==> src/rtl/jt12_pkg.sv <==
// rtl/jt12_pkg.sv - shared constants and helpers for the jt12 delay line
//
// Purpose : default stage geometry and the slot counter width function
//           used by jt12_shreg and jt12_shreg_cnt.
// Contents: DEF_WIDTH, DEF_STAGES (6 channels x 4 operators), cw_of().
package jt12_pkg;

  localparam int DEF_WIDTH  = 5;
  localparam int DEF_STAGES = 24;

  // Slot counter width; a single stage still needs a 1-bit slot port.
  function automatic int cw_of(input int stages);
    return (stages > 1) ? $clog2(stages) : 1;
  endfunction

endpackage

==> src/rtl/jt12_shreg_cnt.sv <==
// rtl/jt12_shreg_cnt.sv - wrapping slot counter with registered zero decode
//
// Purpose : tracks which slot is currently presented at the end of the
//           delay line; counts 0..STAGES-1 on cen-qualified edges.
// Ports   : clk  - clock
//           rst  - asynchronous active-high reset (slot=0, zero=1)
//           cen  - clock enable
//           slot - current slot index (CW bits)
//           zero - registered slot==0 flag
module jt12_shreg_cnt
  import jt12_pkg::*;
#(
  parameter  int STAGES = DEF_STAGES,
  localparam int CW     = cw_of(STAGES)
) (
  input  logic          clk,
  input  logic          rst,
  input  logic          cen,
  output logic [CW-1:0] slot,
  output logic          zero
);

  localparam logic [CW-1:0] LAST = CW'(STAGES - 1);

  logic [CW-1:0] slot_q, slot_d;
  logic          zero_q, zero_d;

  // Explicit wrap keeps non-power-of-two counts out of the unused codes.
  always_comb begin
    slot_d = slot_q;
    if (slot_q == LAST) begin
      slot_d = '0;
    end else begin
      slot_d = slot_q + CW'(1);
    end
    zero_d = (slot_d == '0);
  end

  always_ff @(posedge clk or posedge rst) begin
    if (rst) begin
      slot_q <= '0;
      zero_q <= 1'b1;
    end else if (cen) begin
      slot_q <= slot_d;
      zero_q <= zero_d;
    end
  end

  assign slot = slot_q;
  assign zero = zero_q;

endmodule

==> src/rtl/jt12_shreg.sv <==
// rtl/jt12_shreg.sv - clock-enabled multi-stage delay line with slot tracking
//
// Purpose : STAGES-deep, WIDTH-wide shift register advanced on cen; stage 1
//           loads din, or RSTVAL when clr is high.
// Ports   : clk, rst (async active-high), cen, clr, din[WIDTH]
//           drop[WIDTH]  - last stage contents (registered)
//           slot[CW]     - slot index currently at drop
//           zero         - registered slot==0 flag
//           tap_sel[CW], tap[WIDTH] - random-access tap, present only when
//           JT12_SHREG_TAP_EN is defined
// Config  : JT12_SHREG_TAP_EN enables the tap port.
module jt12_shreg
  import jt12_pkg::*;
#(
  parameter  int               WIDTH  = DEF_WIDTH,
  parameter  int               STAGES = DEF_STAGES,
  parameter  logic [WIDTH-1:0] RSTVAL = '0,
  localparam int               CW     = cw_of(STAGES)
) (
  input  logic             clk,
  input  logic             rst,
  input  logic             cen,
  input  logic             clr,
  input  logic [WIDTH-1:0] din,
  output logic [WIDTH-1:0] drop,
  output logic [CW-1:0]    slot,
`ifdef JT12_SHREG_TAP_EN
  input  logic [CW-1:0]    tap_sel,
  output logic [WIDTH-1:0] tap,
`endif
  output logic             zero
);

  // stage_w[k] is the output of stage k+1.
  logic [WIDTH-1:0] stage_w [STAGES];

  genvar k;
  generate
    for (k = 0; k < STAGES; k++) begin : g_stage
      logic [WIDTH-1:0] stage_q, stage_d;

      if (k == 0) begin : g_head
        assign stage_d = clr ? RSTVAL : din;
      end else begin : g_body
        assign stage_d = stage_w[k-1];
      end

      always_ff @(posedge clk or posedge rst) begin
        if (rst) begin
          stage_q <= RSTVAL;
        end else if (cen) begin
          stage_q <= stage_d;
        end
      end

      assign stage_w[k] = stage_q;
    end
  endgenerate

  assign drop = stage_w[STAGES-1];

  jt12_shreg_cnt #(
    .STAGES (STAGES)
  ) u_cnt (
    .clk  (clk),
    .rst  (rst),
    .cen  (cen),
    .slot (slot),
    .zero (zero)
  );

`ifdef JT12_SHREG_TAP_EN
  logic [WIDTH-1:0] tap_q, tap_d;

  // The tap samples every clk so it can be read while the line is stalled.
  always_comb begin
    tap_d = RSTVAL;
    if (int'(tap_sel) < STAGES) begin
      tap_d = stage_w[tap_sel];
    end
  end

  always_ff @(posedge clk or posedge rst) begin
    if (rst) begin
      tap_q <= RSTVAL;
    end else begin
      tap_q <= tap_d;
    end
  end

  assign tap = tap_q;
`endif

endmodule
==> config.mk <==
export PLATFORM = sky130hd
export DESIGN_NAME = jt12_shreg
export DESIGN_NICKNAME = d
export VERILOG_FILES = /design/src/rtl/jt12_pkg.sv /design/src/rtl/jt12_shreg_cnt.sv /design/src/rtl/jt12_shreg.sv
export SDC_FILE = /design/constraint.sdc
export NUM_CORES = 1
export LEC_CHECK = 0
export BUFFER_PORTS_ARGS = -buffer_cell sky130_fd_sc_hd__buf_2
export CAP_MARGIN = 40
export CORE_MARGIN = 2
export CORE_UTILIZATION = 35
export CTS_CLUSTER_DIAMETER = 60
export DETAILED_ROUTE_END_ITERATION = 8
export PLACE_DENSITY = 0.51
export SLEW_MARGIN = 40
export SYNTH_ARGS = -nofsm -noshare
export SYNTH_HDL_FRONTEND = slang
export SYNTH_SLANG_ARGS = --single-unit
==> constraint.sdc <==
create_clock -name clk -period 6.2 [get_ports clk]
set_input_delay 0.62 -clock clk [delete_from_list [all_inputs] [get_ports clk]]
set_output_delay 0.62 -clock clk [all_outputs]
set_load 0.01 [all_outputs]
* Yosys cells after proc, flatten, opt, wreduce, memory -nomap -nowiden
Cells that the tools add are included.
** Word-level totals
- Register bits after elaboration :: 126
- Bits in latches :: 0
- Memory bits (writable) :: 0
- Bits in read-only memories :: 0
- Bits of input ports :: 9
- Output and inout port bits :: 11
- Logic and storage cells :: 31
- Memories :: 0
** Operators by class
- Add/subtract/negate cells :: 1
- Multiply operators :: 0
- Div/mod/pow operators :: 0
- Magnitude comparators :: 0
- Eq/ne operators :: 1
- Shift operators :: 0
- Muxes and demuxes :: 2
- Bitwise logic cells :: 0
- Reduce and logical (&&, ||, !) cells :: 1
** Operators by type and width (number)
- two-way mux 5 bit :: 2
- adder 5 x 1 -> 5 bit, second input constant :: 1
- equality test 5 bit, second input constant :: 1
- logical NOT 5 bit :: 1

* Depth between registers and ports, before layout
Gate-level depths: netlist of run 1.
- Depth after elaboration :: 3
- Gate-level depth with buffers :: 5
- Gate-level depth less buffers :: 3

* By module
From an unflattened synthesis of run 1, not the netlist that was laid out.
** Unflattened totals
- Cells, all modules :: 287
- Area, all modules :: 4837.1 um^2
** By module, submodules not included
- jt12_shreg :: times used 1, cells an instance 257, area an instance 4521.8 um^2, sequential area each 3002.9 um^2
- jt12_shreg_cnt :: times used 1, cells an instance 30, area an instance 315.3 um^2, sequential area each 151.4 um^2

* Worst setup path before layout of run 1
No wires, ideal clock.
- Kind :: input -> register
- Start point :: in cen
- End point :: reg g_stage[9].stage_q[0]
- Setup time :: 125 ps
- Arrival time :: 1307 ps
- Required time :: 6075 ps
- Path slack :: 4768 ps
- Stages :: 4
- Path buffers :: 3
- Cells stage by stage :: buf_6 -> buf_6 -> buf_6 -> mux2_4
** RTL lines
- start, declared :: line jt12_shreg.sv:22 : input logic cen,
- end signal, assigned :: line jt12_shreg.sv:52 : stage_q <= stage_d;
- end, declared :: line jt12_shreg.sv:40 : logic [WIDTH-1:0] stage_q, stage_d;
No word-level cell between the ends.

* Worst setup path in the final report of run 1
- Start point :: in cen
- End point :: reg g_stage[3].stage_q[2]
** RTL lines (line)
- end signal, assigned :: jt12_shreg.sv:52
- end, declared :: jt12_shreg.sv:40
No word-level cell between the ends.

==> out/metrics.csv, run 1 <==
metric,value,unit
status,"finished, final reports clean",
antenna_found_initial,0,
crit_fanout,65,
synth_top_family_by_area,multiplexers,
n_antenna_cell,0,
grtUsageTotal,0.0970,
total_leakage_power,2.86,nW
slew_viol_final,0,
min_path_type,primary input to async pin,
ys_warn_count,0,
syn_nets,292,
worstPathCellList,"buf_6, buf_6, mux2_2",
path_class,primary input to register,
avgRoutedWirePerCell,12.6,microns
grt_pass1_wl,11200,microns
dpl-instance-area,5180,sq um
postSynthCellCount,282,
peakVddDrop,0.176,mV
finalSetupTns,0,ns
io-pin-count,20,
p_per_area,478,nW/um^2
drc,0,
crit_top_cell,buf_6,
fp-row-count,43,
ys_ff_latch,126,
crit_path_end_kind,register,
clk_latency,0.41,ns
syn_avg_cell_area,17.6,sq um
drv_cap,0,
post_cts_resized,0,
die_y,123,microns
cts_max_path_buffers,2,
place_congestion,0.647,
postLayoutCoreUtil,0.420,
drt_iter0_drc,149,
slowest_stage,buf_6,
muxShareOfSynthArea,0.304,
crit_family,buffers and inverters,
vias_per_cell,4.54,
n_fill_cell,1254,
dieArea,15100,sq um
clock.fmax,529,MHz
final-setup-viol-count,0,
rsz0062_at_grt,no,
port_buffers,19,
grt_pass1_vias,2326,
seqCellArea,3150,sq um
slowest_delay,0.59,ns
drive_gt1_frac,0.544,
seq_area_frac_synth,0.636,
period_needed,1.89,ns
post-cts-setup-buffers,0,
multi_input_area,1670,sq um
ant_nets,0,
clk_pin_slew,0.06,ns
synth-simple-area-share,0.0139,
path_buf_inv,2,
dr.pass1.iters,3,
vias,2268,
arrival,2.18,ns
hold_viol,0,
final_cell_area,5840,sq um
core,13900,sq um
cp.required,6.49,ns
hpwl,3480,microns
synth_xor_area_frac,0.00177,
nets,318,
power.total,2.79,mW
numClockSinks,126,
slew_headroom,0.557,
worst_slew_pin_slew,0.664,ns
cts-root-buf,clkbuf_16,
floorplan.initialDensity,0.357,
cts_made_buffers,17,
cts_tree,done,
overflow,0,
h-tree-depth,4,
area_growth,17.8,%
hold_buffers,0,
ys_types,26,
synth_area,4960,sq um
grt_max_degree,67,
fp.dieW,123,microns
routed_wl,6310,microns
cp-start-kind,primary input,
synth_compound_area_frac,0.0157,
finalCritPeriodShare,0.305,
synth_fa_ha_area_frac,0.00252,
fin_skew,0.00477,ns
final cells by class:
cell class,count,share of cell area
flip-flops and latches,126,0.540
multi-input cells,139,0.287
clock buffers,17,0.0729
well taps,180,0.0386
clock inverters,14,0.0375
repair buffers,21,0.0212
inverters,3,0.00279
path summary, 6_finish.rpt:
kind	from	to	slack (ns)	depth (start not counted)
worst max-delay path	cen	g_stage[3].stage_q[2]	4.31	3
worst min-delay path	rst	g_stage[20].stage_q[4]	0.27	2
worst max register to register	u_cnt.slot[0]	u_cnt.slot[4]	4.93	3
worst min register to register	g_stage[0].stage_q[3]	g_stage[0].stage_q[3]	0.49	1
max in group asynchronous	rst	g_stage[0].stage_q[3]	4.97	3
min in group clk	clr	g_stage[0].stage_q[3]	0.39	2
sequential cells by signal, indices dropped and copies added, names as in the netlist:
| name | cells |
|---|---|
| g_stage.stage_q | 110 |
| drop | 5 |
| g_stage.stage_d | 5 |
| u_cnt.slot | 5 |
| u_cnt.zero | 1 |
cell usage in the layout, fill, tap and decap left out:
cell / Yosys / routed
a21boi_0: 1 / 1
a21oi_1: 1 / 1
a22o_1: 4 / 4
and2b_1: 1 / 1
and3b_1: 1 / 1
and4b_1: 1 / 1
buf_2: 7 / 18
buf_6: 6 / 3
bufinv_16: 0 / 5
clkbuf_16: 0 / 17
clkinv_2: 0 / 2
clkinv_4: 0 / 5
clkinvlp_4: 0 / 2
dfrtp_1: 125 / 125
dfstp_2: 1 / 1
ha_1: 1 / 1
inv_1: 2 / 1
inv_2: 1 / 1
inv_6: 0 / 1
mux2_1: 1 / 1
mux2_2: 70 / 70
mux2_4: 47 / 47
nand2_1: 2 / 2
nand2b_1: 2 / 2
nand3_2: 1 / 1
nand4_1: 1 / 1
nor2b_1: 1 / 1
o21ai_1: 1 / 1
o2bb2ai_1: 1 / 1
o32ai_2: 1 / 1
xnor2_1: 1 / 1
stage by stage:
stage / hold slack, ns / worst slack, ns / instances
floorplan: 0.449 / 2.23 / 282
global placement: 0.475 / 3.70 / 469
detailed placement: 0.485 / 3.67 / 469
CTS: 0.372 / 4.11 / 500
global route: 0.310 / 4.24 / 500
finish: 0.267 / 4.31 / 500
Yosys cell counts:
cell type	count	area (sq um)
inv_1	2	7.51
nand3_2	1	10.0
a22o_1	4	35.0
mux2_1	1	11.3
nand2b_1	2	12.5
buf_2	7	35.0
dfrtp_1	125	3130
nor2b_1	1	6.26
nand2_1	2	7.51
o2bb2ai_1	1	8.76
dfstp_2	1	26.3
buf_6	6	67.6
inv_2	1	3.75
buf_8	1	15.0
nand4_1	1	6.26
a21boi_0	1	7.51
a21oi_1	1	5.00
and4b_1	1	10.0
o21ai_1	1	5.00
and2b_1	1	7.51
ha_1	1	12.5
mux2_4	47	706
mux2_2	70	788
xnor2_1	1	8.76
and3b_1	1	8.76
o32ai_2	1	16.3
logic make-up (layout without fill, tap and decap cells):
| logic type | after synthesis | count (layout) |
|---|---|---|
| flip-flops | 126 | 126 |
| XOR/XNOR | 1 | 1 |
| AO/OA/AOI/OAI | 9 | 9 |
| adder cells (fa/ha/maj) | 1 | 1 |
| multiplexers | 118 | 118 |
| AND/OR/NAND/NOR | 10 | 10 |
| buffers and inverters | 17 | 55 |
where the power goes:
group | switching [mW] | internal (mW) | leakage (nW)
combinational | 0.133 | 0.327 | 0.906
clock | 0.353 | 0.711 | 0.309
sequential | 0.156 | 1.11 | 1.65
metal layers:
layer | global-route usage | wire length [microns] | part of all wire | vias up
met3 | 0.0429 | 246 | 0.039 | 14
met5 | 0 | 0 | 0 | -
li1 | - | - | - | 1049
met4 | 0.0575 | 137 | 0.022 | 0
met1 | 0.124 | 3110 | 0.49 | 1178
met2 | 0.135 | 2810 | 0.45 | 27
Note: power is estimated with default switching activity, not from simulation.
==> run 2, diff against run 1 <==
==> constraint.sdc (replaced) <==
create_clock -name clk -period 1.8 [get_ports clk]
set_input_delay 0.18 -clock clk [delete_from_list [all_inputs] [get_ports clk]]
set_output_delay 0.18 -clock clk [all_outputs]
set_load 0.01 [all_outputs]
==> run 2 against run 1 <==
  * Non-clock buffer count is 13 higher
  * Global-route usage is 0.29 points higher
  * Critical path depth stayed put
  * Total power grew to 3.3 times the previous value
  * Hold slack worse by 0.23 ns
==> out/metrics.csv, run 2 (synthesis results as in run 1) <==
metric,value,unit
crit_fanout,7,
io-pin-count,20,
dieArea,15100,sq um
slowest_stage,dfrtp_1,
grt_pass1_vias,2435,
die_y,123,microns
overflow,0,
avgRoutedWirePerCell,12.6,microns
clock.fmax,807,MHz
arrival,1.53,ns
final_common_cell,dfrtp_1,
place_congestion,0.631,
cts_max_path_buffers,2,
nets,331,
cts_tree,done,
n_fill_cell,1271,
drv_cap,0,
largest_reg_flops,110,
routed_wl,6480,microns
total_leakage_power,2.89,nW
fp.dieW,123,microns
vias,2289,
drt_iter0_drc,115,
cp-start-kind,register,
slowest_delay,0.44,ns
fin_skew,0.00448,ns
dr.pass1.iters,4,
whs_endpoint,g_stage[0].stage_q[3],
crit_path_end_kind,register,
drc,0,
numClockSinks,126,
largest_register,g_stage.stage_q,
cts_made_buffers,17,
cp.required,2.09,ns
vias_per_cell,4.45,
r2r_end,u_cnt.slot[4],
hold_path.startpoint,din[3],
dpl-instance-area,5270,sq um
slew_viol_final,0,
grtUsageTotal,0.100,
rsz0062_at_grt,no,
fin_ws,0.561,ns
whs_path_depth,3,
worstRegToRegCells,3,
drive_gt1_frac,0.536,
post_cts_resized,0,
port_buffers,19,
fp-row-count,43,
finalSetupTns,0,ns
cts-root-buf,clkbuf_16,
grt_max_degree,60,
final_cell_area,5900,sq um
worstPathCellList,"ha_1, nand3_2, mux2_4",
min_path_type,primary input to register,
hpwl,3770,microns
hold_viol,0,
pre_cts_ws,0.520,ns
grt_pass1_wl,11400,microns
worst_slew_pin_slew,0.442,ns
ant_nets,0,
floorplan.initialDensity,0.357,
finalCritPeriodShare,0.688,
peakVddDrop,0.661,mV
clk_latency,0.40,ns
period_needed,1.24,ns
area_growth,19.1,%
h-tree-depth,4,
status,"finished, final reports clean",
rrSetupSlack,0.56,ns
critPathLaunch,u_cnt.slot[0],
mostFrequentLayoutCells,"dfrtp_1, mux2_2, mux2_4, buf_2, clkbuf_16",
final-setup-viol-count,0,
core,13900,sq um
path_class,register to register,
r2r_start,u_cnt.slot[0],
clk_pin_slew,0.05,ns
antenna_found_initial,0,
slew_headroom,0.705,
p_per_area,1560,nW/um^2
n_antenna_cell,0,
## run 2: metal layers
metal,part of all wire,GRT usage,vias up
li1,-,-,1071
met1,0.50,0.126,1181
met2,0.44,0.143,28
met3,0.035,0.0415,9
met4,0.020,0.0597,0
met5,0,0,-
## run 2: power by group
part           total, mW  switching [mW]  internal (mW)
clock network       3.23            1.17           2.06
registers           4.36           0.530           3.83
logic               1.62           0.466           1.15
total               9.21            2.17           7.04
## run 2: through the flow
step	power, mW	util	hold slack (ns)	cells
floorplan	5.65	-	0.262	282
global placement	5.98	0.380	0.214	476
detailed placement	6.05	0.380	0.218	476
CTS	9.39	0.425	0.00805	514
global route	9.76	0.425	0.0171	514
finish	9.21	0.425	0.0340	514
## run 2: critical path, delay by kind of cell, from the launching register on
| kind | cells | cell delay (ns) |
|---|---|---|
| multiplexers | 1 | 0.30 |
| flip-flops | 1 | 0.44 |
| adder cells (fa/ha/maj) | 1 | 0.28 |
| AND/OR/NAND/NOR | 1 | 0.11 |
## run 2: worst max path at each step
stage	to	slack [ns]	cells past startpoint
after floorplan	drop[0]	0.07	1
after global placement	g_stage[19].stage_q[1]	0.53	3
after detailed placement	g_stage[19].stage_q[1]	0.52	3
after CTS	zero	0.53	1
after global routing	u_cnt.slot[4]	0.50	3
final	u_cnt.slot[4]	0.56	3
## run 2: timing repair
item	CTS	global route
endpoints found under the setup margin	0	0
hold buffers	6	0
setup buffers	0	0
endpoints found under the hold margin	21	0
## run 2: cell type report
type | count | area, sq um | share of cell area
timing repair buffer | 34 | 267 | 0.0452
inverter | 3 | 15.0 | 0.00254
clock buffer | 21 | 450 | 0.0763
tap | 180 | 225 | 0.0382
sequential | 126 | 3150 | 0.534
multi-input combinational | 139 | 1670 | 0.283
clock inverter | 11 | 118 | 0.0199
==> run 3, diff against run 2 <==
--- a/config.mk
+++ b/config.mk
@@ -11,7 +11,7 @@
 export CORE_UTILIZATION = 35
 export CTS_CLUSTER_DIAMETER = 60
 export DETAILED_ROUTE_END_ITERATION = 8
-export PLACE_DENSITY = 0.51
+export PLACE_DENSITY = 0.53
 export SLEW_MARGIN = 40
 export SYNTH_ARGS = -nofsm -noshare
 export SYNTH_HDL_FRONTEND = slang
==> constraint.sdc (replaced) <==
create_clock -name clk -period 1.1 [get_ports clk]
set_input_delay 0.11 -clock clk [delete_from_list [all_inputs] [get_ports clk]]
set_output_delay 0.11 -clock clk [all_outputs]
set_load 0.01 [all_outputs]
==> run 3 against run 2 <==
  * The run now ends with setup timing left
  * Count of clock-buffer cells in the layout grew 1
  * Critical path type is now register to primary output
  * Clock skew grew 0.0027 ns
  * Wire length grew 3.0%
  * Worst setup slack lost 0.60 ns
  * Via count grew 2.8%
==> out/metrics.csv, run 3 (synthesis results as in run 1) <==
metric,value,unit
status,"complete, but fails checks",
violations,setup timing,
die_y,123,microns
switching_share,0.221,
path_class,register to primary output,
avgRoutedWirePerCell,12.8,microns
rsz0062_at_grt,yes,
dieArea,15100,sq um
grt_pass1_wl,12200,microns
crit_fanout,6,
largest_reg_flops,110,
n_antenna_cell,0,
grt_max_degree,54,
slew_viol_final,0,
overflow,0,
vias_per_cell,4.53,
vias,2354,
instances_no_fill,520,
p_int,12.5,mW
peakVddDrop,1.38,mV
final_cell_area,6110,sq um
hold_viol,0,
area_growth,23.3,%
largest_register,g_stage.stage_q,
numClockSinks,126,
drv_cap,0,
dr.pass1.iters,4,
p_per_area,2630,nW/um^2
cts_made_buffers,17,
postLayoutCoreUtil,0.440,
place_inst,481,
drt_iter0_drc,77,
nets,340,
cts_tree,done,
ant_nets,0,
fp-row-count,43,
io-pin-count,20,
min_path_type,primary input to register,
final_common_cell,dfrtp_1,
grtUsageTotal,0.105,
drive_gt1_frac,0.550,
cts-root-buf,clkbuf_16,
seqCellArea,3160,sq um
power_frac_comb,0.182,
grt_pass1_vias,2561,
cts_max_path_buffers,2,
switching_power,3.55,mW
drc,0,
fin_ws,-0.0391,ns
n_fill_cell,1265,
slew_headroom,0.784,
fin_skew,0.00719,ns
clk_latency,0.40,ns
total_leakage_power,3.00,nW
arrival,1.03,ns
worst_slew_pin_slew,0.323,ns
routed_wl,6670,microns
fp.dieW,123,microns
finalCritPeriodShare,1.04,
period_needed,1.14,ns
h-tree-depth,4,
clkPwrFrac,0.373,
antenna_found_initial,0,
dpl-instance-area,5350,sq um
clk_pin_slew,0.05,ns
multi_input_area,1680,sq um
power.total,16.1,mW
fin_hold_ws,0.0597,ns
crit_path_end_kind,primary output,
clock.fmax,878,MHz
cp.required,0.99,ns
hpwl,4020,microns
power_frac_seq,0.445,
mostFrequentLayoutCells,"dfrtp_1, mux2_2, mux2_4, clkbuf_16, buf_2",
cp-start-kind,register,
finalSetupTns,-0.117,ns
final-setup-viol-count,4,
pre_cts_ws,0.00460,ns
place_congestion,0.697,
floorplan.initialDensity,0.357,
port_buffers,19,
core,13900,sq um
## run 3: cell types whose count changed in the layout (fill, tap and decap cells not counted), sizes merged
cell,delta
clkinvlp,-5
clkbuf,+1
dlygate4sd3,+1
clkinv,-2
bufinv,+3
buf,+8
## run 3: worst max-delay path, cell delays in order (launching register included)
cell and delay [ns]:
dfrtp_1 0.39, buf_6 0.13, buf_6 0.11
## run 3: area by class of cell
cell class / count / share of cell area
inverters: 3 / 0.00246
clock buffers: 22 / 0.0776
flip-flops and latches: 126 / 0.516
repair buffers: 43 / 0.0665
well taps: 180 / 0.0368
clock inverters: 7 / 0.0262
multi-input cells: 139 / 0.274
## run 3: metal layers
metal | up-vias | routed length, microns | part of all wire | GRT usage
li1 | 1090 | - | - | -
met1 | 1231 | 3220 | 0.48 | 0.136
met2 | 27 | 3130 | 0.47 | 0.150
met3 | 6 | 244 | 0.037 | 0.0443
met4 | 0 | 77 | 0.012 | 0.0511
met5 | - | 0 | 0 | 0
## run 3: what timing repair did
action	in CTS	in global routing
hold endpoints to repair	130	0
endpoints found under the setup margin	7	9
hold buffers	7	0
resized for setup	7	0
setup buffers	1	2
gates cloned	0	0
## run 3: final timing paths
check | startpoint | to | slack, ns | depth (start not counted)
hold reg to reg | g_stage[0].stage_q[3] | g_stage[0].stage_q[3] | 0.49 | 1
max in group asynchronous | rst | u_cnt.zero | 0.39 | 4
min in group asynchronous | rst | g_stage[6].stage_q[2] | 0.37 | 4
setup / recovery | u_cnt.slot[0] | slot[0] | -0.04 | 2
setup reg to reg | u_cnt.slot[0] | u_cnt.slot[4] | -0.01 | 3
hold / removal | cen | u_cnt.zero | 0.06 | 2
## run 3: power by group through the flow
stage / clock network [mW] / logic [mW] / registers [mW]
after floorplan: 0 / 2.21 / 7.04
after global placement: 0 / 2.67 / 7.16
after detailed placement: 0 / 2.76 / 7.21
after CTS: 6.14 / 2.92 / 7.17
after global routing: 6.38 / 3.19 / 7.37
final: 5.99 / 2.93 / 7.14
